## src/rtl/tdm_seq_pkg.sv

```systemverilog
// Shared constants and state encoding for the TDM channel sequencer.
package tdm_seq_pkg;
  localparam int NUM_CH = 8;
  localparam int SEL_W  = 3;

  typedef enum logic [1:0] {
    IDLE  = 2'd0,
    SCAN  = 2'd1,
    DWELL = 2'd2,
    GUARD = 2'd3
  } state_e;
endpackage

```

## src/rtl/tdm_next_chan_finder.sv

```systemverilog
// Combinational search for the lowest enabled channel at or above a pointer.
module tdm_next_chan_finder
  import tdm_seq_pkg::*;
(
  input  logic [NUM_CH-1:0] mask_i,
  input  logic [SEL_W:0]    ptr_i,
  output logic [SEL_W-1:0]  idx_o,
  output logic              found_o
);
  localparam int PW = SEL_W + 1;

  // Pointer is one bit wider so that "past the last channel" finds nothing.
  always_comb begin
    idx_o   = '0;
    found_o = 1'b0;
    for (int i = NUM_CH - 1; i >= 0; i--) begin
      if (mask_i[i] && (PW'(i) >= ptr_i)) begin
        idx_o   = SEL_W'(i);
        found_o = 1'b1;
      end
    end
  end
endmodule

```

## src/rtl/tdm_channel_sequencer.sv

```systemverilog
// TDM scheduler feeding a 1-to-8 demux: per-channel dwell window, fixed guard
// of zeros, frame counting, single-shot or continuous scanning.
//
// state | meaning
// IDLE  | waiting for start; config table writable
// SCAN  | one cycle: pick next enabled channel, load dwell counter
// DWELL | source sample routed to sel_o for dwell+1 cycles
// GUARD | GUARD_CYCLES of zero output, sel_o held
module tdm_channel_sequencer
  import tdm_seq_pkg::*;
#(
  parameter int DWELL_W      = 8,
  parameter int GUARD_CYCLES = 2,
  parameter int FRAME_CNT_W  = 16
) (
  input  logic                   clk_i,
  input  logic                   rst_i,
  input  logic                   cfg_we_i,
  input  logic [SEL_W-1:0]       cfg_chan_i,
  input  logic [DWELL_W-1:0]     cfg_dwell_i,
  input  logic                   cfg_en_i,
  output logic                   cfg_ready_o,
  input  logic                   start_i,
  input  logic                   continuous_i,
  input  logic                   stop_i,
  input  logic                   src_data_i,
  output logic                   data_o,
  output logic [SEL_W-1:0]       sel_o,
  output logic                   chan_active_o,
  output logic                   busy_o,
  output logic                   frame_done_o,
  output logic [FRAME_CNT_W-1:0] frame_cnt_o,
  output logic                   start_err_o
);
  localparam int PW = SEL_W + 1;
  localparam int GW = (GUARD_CYCLES > 1) ? $clog2(GUARD_CYCLES) : 1;

  state_e                 state_q, state_d;
  logic [SEL_W-1:0]       sel_q, sel_d;
  logic [SEL_W:0]         ptr_q, ptr_d;
  logic [DWELL_W-1:0]     dwell_cnt_q, dwell_cnt_d;
  logic [GW-1:0]          guard_cnt_q, guard_cnt_d;
  logic                   stop_q, stop_d;
  logic                   frame_done_q, frame_done_d;
  logic                   start_err_q, start_err_d;
  logic [FRAME_CNT_W-1:0] frame_cnt_q, frame_cnt_d;
  logic [NUM_CH-1:0]      en_q, en_d;
  logic [DWELL_W-1:0]     dwell_tab_q [NUM_CH];
  logic [DWELL_W-1:0]     dwell_tab_d [NUM_CH];

  logic [SEL_W-1:0]       scan_idx, next_idx;
  logic                   scan_found, next_found;
  logic                   chan_end;

  tdm_next_chan_finder u_scan_find (
    .mask_i  (en_q),
    .ptr_i   (ptr_q),
    .idx_o   (scan_idx),
    .found_o (scan_found)
  );

  tdm_next_chan_finder u_next_find (
    .mask_i  (en_q),
    .ptr_i   ({1'b0, sel_q} + PW'(1)),
    .idx_o   (next_idx),
    .found_o (next_found)
  );

  always_comb begin
    state_d      = state_q;
    sel_d        = sel_q;
    ptr_d        = ptr_q;
    dwell_cnt_d  = dwell_cnt_q;
    guard_cnt_d  = guard_cnt_q;
    stop_d       = stop_q;
    frame_done_d = 1'b0;
    start_err_d  = 1'b0;
    frame_cnt_d  = frame_cnt_q;
    en_d         = en_q;
    dwell_tab_d  = dwell_tab_q;
    chan_end     = 1'b0;

    if ((state_q != IDLE) && stop_i) stop_d = 1'b1;

    case (state_q)
      IDLE: begin
        if (cfg_we_i) begin
          en_d[cfg_chan_i]        = cfg_en_i;
          dwell_tab_d[cfg_chan_i] = cfg_dwell_i;
        end
        if (start_i) begin
          if (|en_q) begin
            state_d = SCAN;
            ptr_d   = '0;
            stop_d  = 1'b0;
          end else begin
            start_err_d = 1'b1;
          end
        end
      end
      SCAN: begin
        if (scan_found) begin
          sel_d       = scan_idx;
          dwell_cnt_d = dwell_tab_q[scan_idx];
          state_d     = DWELL;
        end else begin
          state_d = IDLE;
          sel_d   = '0;
        end
      end
      DWELL: begin
        if (dwell_cnt_q == '0) begin
          if (GUARD_CYCLES == 0) begin
            chan_end = 1'b1;
          end else begin
            guard_cnt_d = GW'(GUARD_CYCLES - 1);
            state_d     = GUARD;
          end
        end else begin
          dwell_cnt_d = dwell_cnt_q - DWELL_W'(1);
        end
      end
      GUARD: begin
        if (guard_cnt_q == '0) chan_end = 1'b1;
        else                   guard_cnt_d = guard_cnt_q - GW'(1);
      end
      default: state_d = IDLE;
    endcase

    // A stop arriving on the deciding cycle itself is honoured too.
    if (chan_end) begin
      if (stop_q || stop_i) begin
        state_d = IDLE;
        sel_d   = '0;
        stop_d  = 1'b0;
      end else if (next_found) begin
        ptr_d   = {1'b0, next_idx};
        state_d = SCAN;
      end else begin
        frame_done_d = 1'b1;
        frame_cnt_d  = frame_cnt_q + FRAME_CNT_W'(1);
        if (continuous_i) begin
          ptr_d   = '0;
          state_d = SCAN;
        end else begin
          state_d = IDLE;
          sel_d   = '0;
        end
      end
    end
  end

  always_ff @(posedge clk_i) begin
    if (rst_i) begin
      state_q      <= IDLE;
      sel_q        <= '0;
      ptr_q        <= '0;
      dwell_cnt_q  <= '0;
      guard_cnt_q  <= '0;
      stop_q       <= 1'b0;
      frame_done_q <= 1'b0;
      start_err_q  <= 1'b0;
      frame_cnt_q  <= '0;
      en_q         <= '0;
      dwell_tab_q  <= '{default: '0};
    end else begin
      state_q      <= state_d;
      sel_q        <= sel_d;
      ptr_q        <= ptr_d;
      dwell_cnt_q  <= dwell_cnt_d;
      guard_cnt_q  <= guard_cnt_d;
      stop_q       <= stop_d;
      frame_done_q <= frame_done_d;
      start_err_q  <= start_err_d;
      frame_cnt_q  <= frame_cnt_d;
      en_q         <= en_d;
      dwell_tab_q  <= dwell_tab_d;
    end
  end

  assign data_o        = (state_q == DWELL) & src_data_i;
  assign chan_active_o = (state_q == DWELL);
  assign busy_o        = (state_q != IDLE);
  assign cfg_ready_o   = (state_q == IDLE);
  assign sel_o         = sel_q;
  assign frame_done_o  = frame_done_q;
  assign frame_cnt_o   = frame_cnt_q;
  assign start_err_o   = start_err_q;
endmodule

```

## config.mk

```make
export PLATFORM = sky130hd
export DESIGN_NAME = tdm_channel_sequencer
export DESIGN_NICKNAME = d
export VERILOG_FILES = /design/src/rtl/tdm_seq_pkg.sv /design/src/rtl/tdm_next_chan_finder.sv /design/src/rtl/tdm_channel_sequencer.sv
export SDC_FILE = /design/constraint.sdc
export NUM_CORES = 1
export LEC_CHECK = 0
export CAP_MARGIN = 20
export CORE_MARGIN = 4
export CORE_UTILIZATION = 63
export DETAILED_ROUTE_END_ITERATION = 12
export PLACE_DENSITY = 0.85
export SETUP_SLACK_MARGIN = 0.2
export SLEW_MARGIN = 20
export SYNTH_ARGS = -nofsm -noshare
export SYNTH_HDL_FRONTEND = slang
export SYNTH_SLANG_ARGS = --single-unit
```

## constraint.sdc

```tcl
create_clock -name clk_i -period 5.56 [get_ports clk_i]
set_clock_uncertainty 0.05 [all_clocks]
set_input_delay 1.112 -clock clk_i [delete_from_list [all_inputs] [get_ports clk_i]]
set_output_delay 1.112 -clock clk_i [all_outputs]
set_load 0.01 [all_outputs]
```

==> results.toml, run 1 <==
[run_status]
status = "completed"

[power]
peakVddDrop_v = 0.000155
pwr_density_cell_nw_per_um2 = 241
total_leakage_power_uw = 0.00236

[layout]
nFillCells = 609
area_delta_synth_final_pct = 12.1
num-nets-final = 677
antenna_cells = 0
fin_util_pct = 74.3
drive_above_1_share_pct = 8.32

[setup_path]
start_kind = "flip-flop"
required_ns = 4.40
critPathCaptureType = "output port"
r2r_setup_slack_ns = 2.45
r2r_cells = 7
critical_path.max_fanout = 16
criticalPathCategory = "flip-flop to output port"
r2r-end = "dwell_cnt_q[7]"
critPathArrivalTime_ns = 2.29
rr_startpoint = "ptr_q[1]"

[global_route]
grt_util_all_layers_pct = 25.7
grt_pass1_wl_mm = 21.3
grt-ovfl-total = 0
antenna_found_initial = 0
grt_pass1_vias = 4471
grt_max_degree = 60

[yosys]
synth_warnings = 0
synth_top_area_cell = "dfxtp_1"
netlist_area_um2 = 5560
synth-edff-count = 0
synth_nets = 657
avgSynthCellArea_um2 = 8.90
async_reset_ff_share_pct = 0
ys_types = 57
synth.ff_latch_count = 109
synth_area_leaders = "dfxtp_1 39%, mux2i_1 16%, nor2_1 8.2%"
ys_seq_area_share_pct = 39.3
synth_top_area_share_pct = 39.3
synthFlopType = "dfxtp_1"
syn_inst = 624

[floorplanning]
die_y_um = 102
io_pins = 44
chipWidth_um = 102
die-area_um2 = 10400
core_um2 = 8380
row_count = 33
start_util_pct = 66.3

[sta]
slew_viol_final = 0
setup_viol_count_final = 0
fin_tns_setup_ns = 0
holdWs_ns = 0.453
finalHoldViolCount = 0
final.min_clock_period_ns = 3.45
worstMarginPinSlew_ns = 1.17
rsz0062_at_grt = "false"
fmax_mhz = 289
slew_headroom_pct = 21.6
finalWorstSetupSlack_ns = 2.11
finalCritPeriodShare_pct = 62.1

[min_path]
min_path_type = "flip-flop to flip-flop"
hp-start = "frame_cnt_o[15]"
hold_depth = 2
min_to = "frame_cnt_o[15]"

[drt]
wl_per_cell_um = 17.2
viasPerCell = 6.19
antenna_left = 0
first_pass_iters = 5
vias = 4669
drtIter0Drc = 407
drc = 0
routed_wirelength_mm = 13.0

[cts]
postCtsHoldBufs = 0
clock-sinks = 109
cts_max_path_buffers = 2
worstSkewPairLatency_ns = 0.39
clk_pin_slew_ns = 0.12
cts_tree = "built"
root_buffer = "clkbuf_8"
cts_buffers = 9
cts_setup_buffers = 0
h-tree-depth = 3
postCtsResizedCells = 0

[place]
dpl.hpwl_mm = 9.03
post-place-ws_ns = 2.08
gp_congestion = 0.886
port-buffer-count = 43

[run]
cap_violations = 0
-- layout make-up --
class	instances	area (um^2)	share of cell area, %
sequential	109	2180	35.0
multi-input combinational	462	3210	51.5
clock inverter	7	73.8	1.18
clock buffer	9	124	1.99
inverter	15	56.3	0.904
timing repair buffer	47	455	7.31
tap	105	131	2.11
-- worst max-delay path: stages (launching register included) --
cell	delay [ns]
dfxtp_1	0.37
inv_1	0.15
ha_1	0.63
and2_1	0.22
clkdlybuf4s50_1	0.53
-- cell families (layout without fill, tap and decap cells) --
| kind of cell | count (synthesis) | count (layout) | share of synthesized area [%] |
|---|---|---|---|
| adder cells (fa/ha/maj) | 14 | 14 | 3.15 |
| flip-flops | 109 | 109 | 39.3 |
| multiplexers | 104 | 104 | 20.3 |
| XOR/XNOR | 8 | 8 | 1.26 |
| AO/OA/AOI/OAI | 103 | 103 | 12.8 |
| AND/OR/NAND/NOR | 233 | 233 | 19.5 |
| buffers and inverters | 53 | 78 | 3.72 |
-- Yosys cell counts (all sizes together) (3+ instances only) --
master	count
and2	4
nor2	122
o21a	7
nand2	35
xor2	6
mux2	9
buf	12
ha	14
nor3	11
nor3b	3
o211a	4
clkbuf	26
mux2i	89
nor4	5
o21ai	18
nand2b	8
nor4b	3
a311oi	5
nand3b	3
o211ai	4
a21o	5
inv	14
nand4	8
dfxtp	109
a22oi	3
nand3	10
o221ai	5
and3	7
a31o	4
or3	6
mux4	6
a21boi	3
a21oi	28
-- metrics by stage --
step	area [um^2]	cells	power (uW)
floorplan	5560	624	967
global placement	6020	738	1020
detailed placement	6020	738	1030
CTS	6220	754	1500
global route	6230	754	1560
finish	6230	754	1500
-- cells in the final DEF (no fill, tap or decap), types with 3 or more instances in the layout --
| cell type | instances |
|---|---|
| mux2i_1 | 89 |
| o221ai_1 | 5 |
| buf_4 | 4 |
| a21o_1 | 5 |
| xor2_1 | 6 |
| and3_1 | 7 |
| inv_1 | 14 |
| nand2_1 | 34 |
| nor2_1 | 120 |
| nand2b_1 | 8 |
| a31o_2 | 4 |
| nand3b_1 | 3 |
| a21oi_1 | 28 |
| dfxtp_1 | 109 |
| a311oi_1 | 5 |
| ha_1 | 14 |
| or3_1 | 6 |
| nor4_1 | 5 |
| o211a_1 | 4 |
| mux2_2 | 9 |
| o21ai_0 | 18 |
| a22oi_1 | 3 |
| nand3_1 | 10 |
| inv_6 | 3 |
| o21a_1 | 7 |
| clkbuf_8 | 9 |
| o211ai_1 | 4 |
| clkdlybuf4s50_1 | 42 |
| nand4_1 | 8 |
| mux4_2 | 6 |
| a21boi_0 | 3 |
| nor3_1 | 9 |
| and2_1 | 4 |
-- how the worst max path moves through the flow --
| stage | start | slack, ns | cells after the start | endpoint |
|---|---|---|---|---|
| finish | state_q[0] | 2.11 | 4 | data_o |
| global route | state_q[0] | 2.04 | 4 | data_o |
| CTS | state_q[0] | 2.12 | 4 | data_o |
| detailed placement | cfg_chan_i[0] | 2.08 | 5 | dwell_tab_q[37] |
| global placement | src_data_i | 2.19 | 3 | data_o |
| floorplan | sel_o[1] | 2.87 | 10 | frame_cnt_o[8] |
-- power breakdown --
group	internal, uW	switching, uW	total, uW
logic	80.9	124	205
clock network	179	304	483
registers	798	13.5	811
-- routing by layer --
layer / part of all wire [%] / global-route usage, %
met1: 43 / 32.9
met2: 49 / 43.7
met3: 6.5 / 3.82
met4: 2.0 / 10.7
met5: 0 / 0
-- state kept, by name, summed over array words and instances, names as in the netlist --
register,count
stop_q,1
guard_cnt_q,1
en_q,8
state_q,2
frame_done_o,1
sel_o,3
frame_cnt_o,16
dwell_tab_q,64
start_err_o,1
ptr_q,4
dwell_cnt_q,8
(Power assumes the default switching activity.)
==> inputs of run 2 (changes only) <==
--- a/config.mk
+++ b/config.mk
@@ -7,9 +7,9 @@
 export LEC_CHECK = 0
 export CAP_MARGIN = 20
 export CORE_MARGIN = 4
-export CORE_UTILIZATION = 63
+export CORE_UTILIZATION = 53
 export DETAILED_ROUTE_END_ITERATION = 12
-export PLACE_DENSITY = 0.85
+export PLACE_DENSITY = 0.77
 export SETUP_SLACK_MARGIN = 0.2
 export SLEW_MARGIN = 20
 export SYNTH_ARGS = -nofsm -noshare
==> constraint.sdc (replaced) <==
create_clock -name clk_i -period 3.1 [get_ports clk_i]
set_clock_uncertainty 0.05 [all_clocks]
set_input_delay 0.62 -clock clk_i [delete_from_list [all_inputs] [get_ports clk_i]]
set_output_delay 0.62 -clock clk_i [all_outputs]
set_load 0.01 [all_outputs]
==> run 2 against run 1 <==
Clock power grew 82%. Clock-buffer cell count grew 2. Sequential power increased by 79%.
==> results.toml, run 2 (synthesis results as in run 1) <==
[cts]
cts_max_path_buffers = 2
postCtsHoldBufs = 0
cts_tree = "built"
h-tree-depth = 3
cts_buffers = 9
clk_pin_slew_ns = 0.10
clock-sinks = 109
root_buffer = "clkbuf_8"
worstSkewPairLatency_ns = 0.39

[floorplanning]
chipWidth_um = 110
io_pins = 44
start_util_pct = 54.1
die_y_um = 110
core_um2 = 10300
row_count = 37
die-area_um2 = 12200

[drt]
vias = 4694
drc = 0
wl_per_cell_um = 16.5
first_pass_iters = 5
routed_wirelength_mm = 13.3
drtIter0Drc = 372
viasPerCell = 5.85
antenna_left = 0

[place]
dpl.hpwl_mm = 9.44
place_area_um2 = 6180
port-buffer-count = 43
gp_congestion = 0.982

[setup_path]
start_kind = "flip-flop"
critPathArrivalTime_ns = 2.94
criticalPathCategory = "flip-flop to flip-flop"
rr_startpoint = "sel_o[0]"
critPathCaptureType = "flip-flop"
crit_start = "sel_o[0]"
critical_path.max_fanout = 8
required_ns = 3.31

[layout]
num-nets-final = 695
layout_common_cells = "121 x nor2_1, 108 x dfxtp_1, 89 x mux2i_1"
largest_reg_flops = 64
drive_above_1_share_pct = 10.9
area_delta_synth_final_pct = 15.5
top_register = "dwell_tab_q"
antenna_cells = 0
final_common_cell = "nor2_1"
nFillCells = 863
stdcell_area_um2 = 6420
fin_util_pct = 62.5

[power]
total_leakage_power_uw = 0.00245
pwr_density_cell_nw_per_um2 = 426
power_uw = 2730
peakVddDrop_v = 0.000362

[sta]
slew_headroom_pct = 52.8
finalCritPeriodShare_pct = 88.0
setup_viol_count_final = 0
slew_viol_final = 0
rsz0062_at_grt = "false"
finalHoldViolCount = 0
fmax_mhz = 367
worstMarginPinSlew_ns = 0.708
fin_tns_setup_ns = 0
final.min_clock_period_ns = 2.73

[global_route]
grt.busiest_layer = "met2"
grtUsageMet1_pct = 30.9
grt_pass1_vias = 4437
grt_pass1_wl_mm = 22.0
met2_usage_pct = 37.7
grt_util_met3_pct = 5.07
grt-ovfl-total = 0
antenna_found_initial = 0
grt_max_degree = 59
grt_util_all_layers_pct = 23.2

[run_status]
status = "completed"

[min_path]
min_path_type = "flip-flop to flip-flop"
hp-start = "frame_cnt_o[15]"

[run]
cap_violations = 0
[run 2: cell count changes in the layout (fill, tap and decap cells not counted), sizes merged]
cell	previous run	this run
clkinv	3	4
clkbuf	9	11
inv	19	16
buf	5	23
[run 2: report_power, final]
part,internal [uW],total (uW),switching (uW)
Sequential,1430,1450,23.9
Combinational,167,397,230
Clock,355,881,527
Total,1950,2730,781
[run 2: per-layer routing]
| layer | wire [um] | up-vias |
|---|---|---|
| li1 | - | 2283 |
| met1 | 5940 | 2216 |
| met2 | 6180 | 164 |
| met3 | 862 | 31 |
| met4 | 289 | 0 |
| met5 | 0 | - |
[run 2: cell type report]
class	instances	area [um^2]	share of cell area, %
Clock buffer	11	151	2.36
Tap cell	136	170	2.65
Timing Repair Buffer	65	606	9.43
Multi-Input combinational cell	462	3200	49.8
Inverter	15	56.3	0.877
Sequential cell	109	2180	34.0
Clock inverter	5	53.8	0.838
[run 2: final timing paths]
check / end / slack, ns / depth (start not counted)
worst max-delay path: state_q[0] / 0.37 / 7
worst min-delay path: frame_cnt_o[15] / 0.44 / 2
worst max register to register: state_q[0] / 0.37 / 7
worst min register to register: frame_cnt_o[15] / 0.44 / 2
[run 2: repair_timing]
item                       CTS  global route
setup endpoints to repair    0            13
buffers inserted             0             2
hold endpoints to repair     0             0
gates resized for setup      0             4
[run 2: worst max-delay path, cell delays in order, from the launching register on]
cell and delay, ns:
dfxtp_1 0.49, ha_1 0.25, xnor2_1 0.14, o21a_1 0.25, o41a_4 0.52, o311ai_0 0.57, o211a_1 0.27, nor3_1 0.07
[run 2: per-stage QoR]
stage                     worst slack, ns  hold slack (ns)  instances
after floorplan                     0.411            0.405        624
after global placement              0.441            0.418        785
after detailed placement            0.345            0.429        785
after CTS                           0.321            0.444        801
after global routing                0.255            0.462        803
final                               0.373            0.440        803
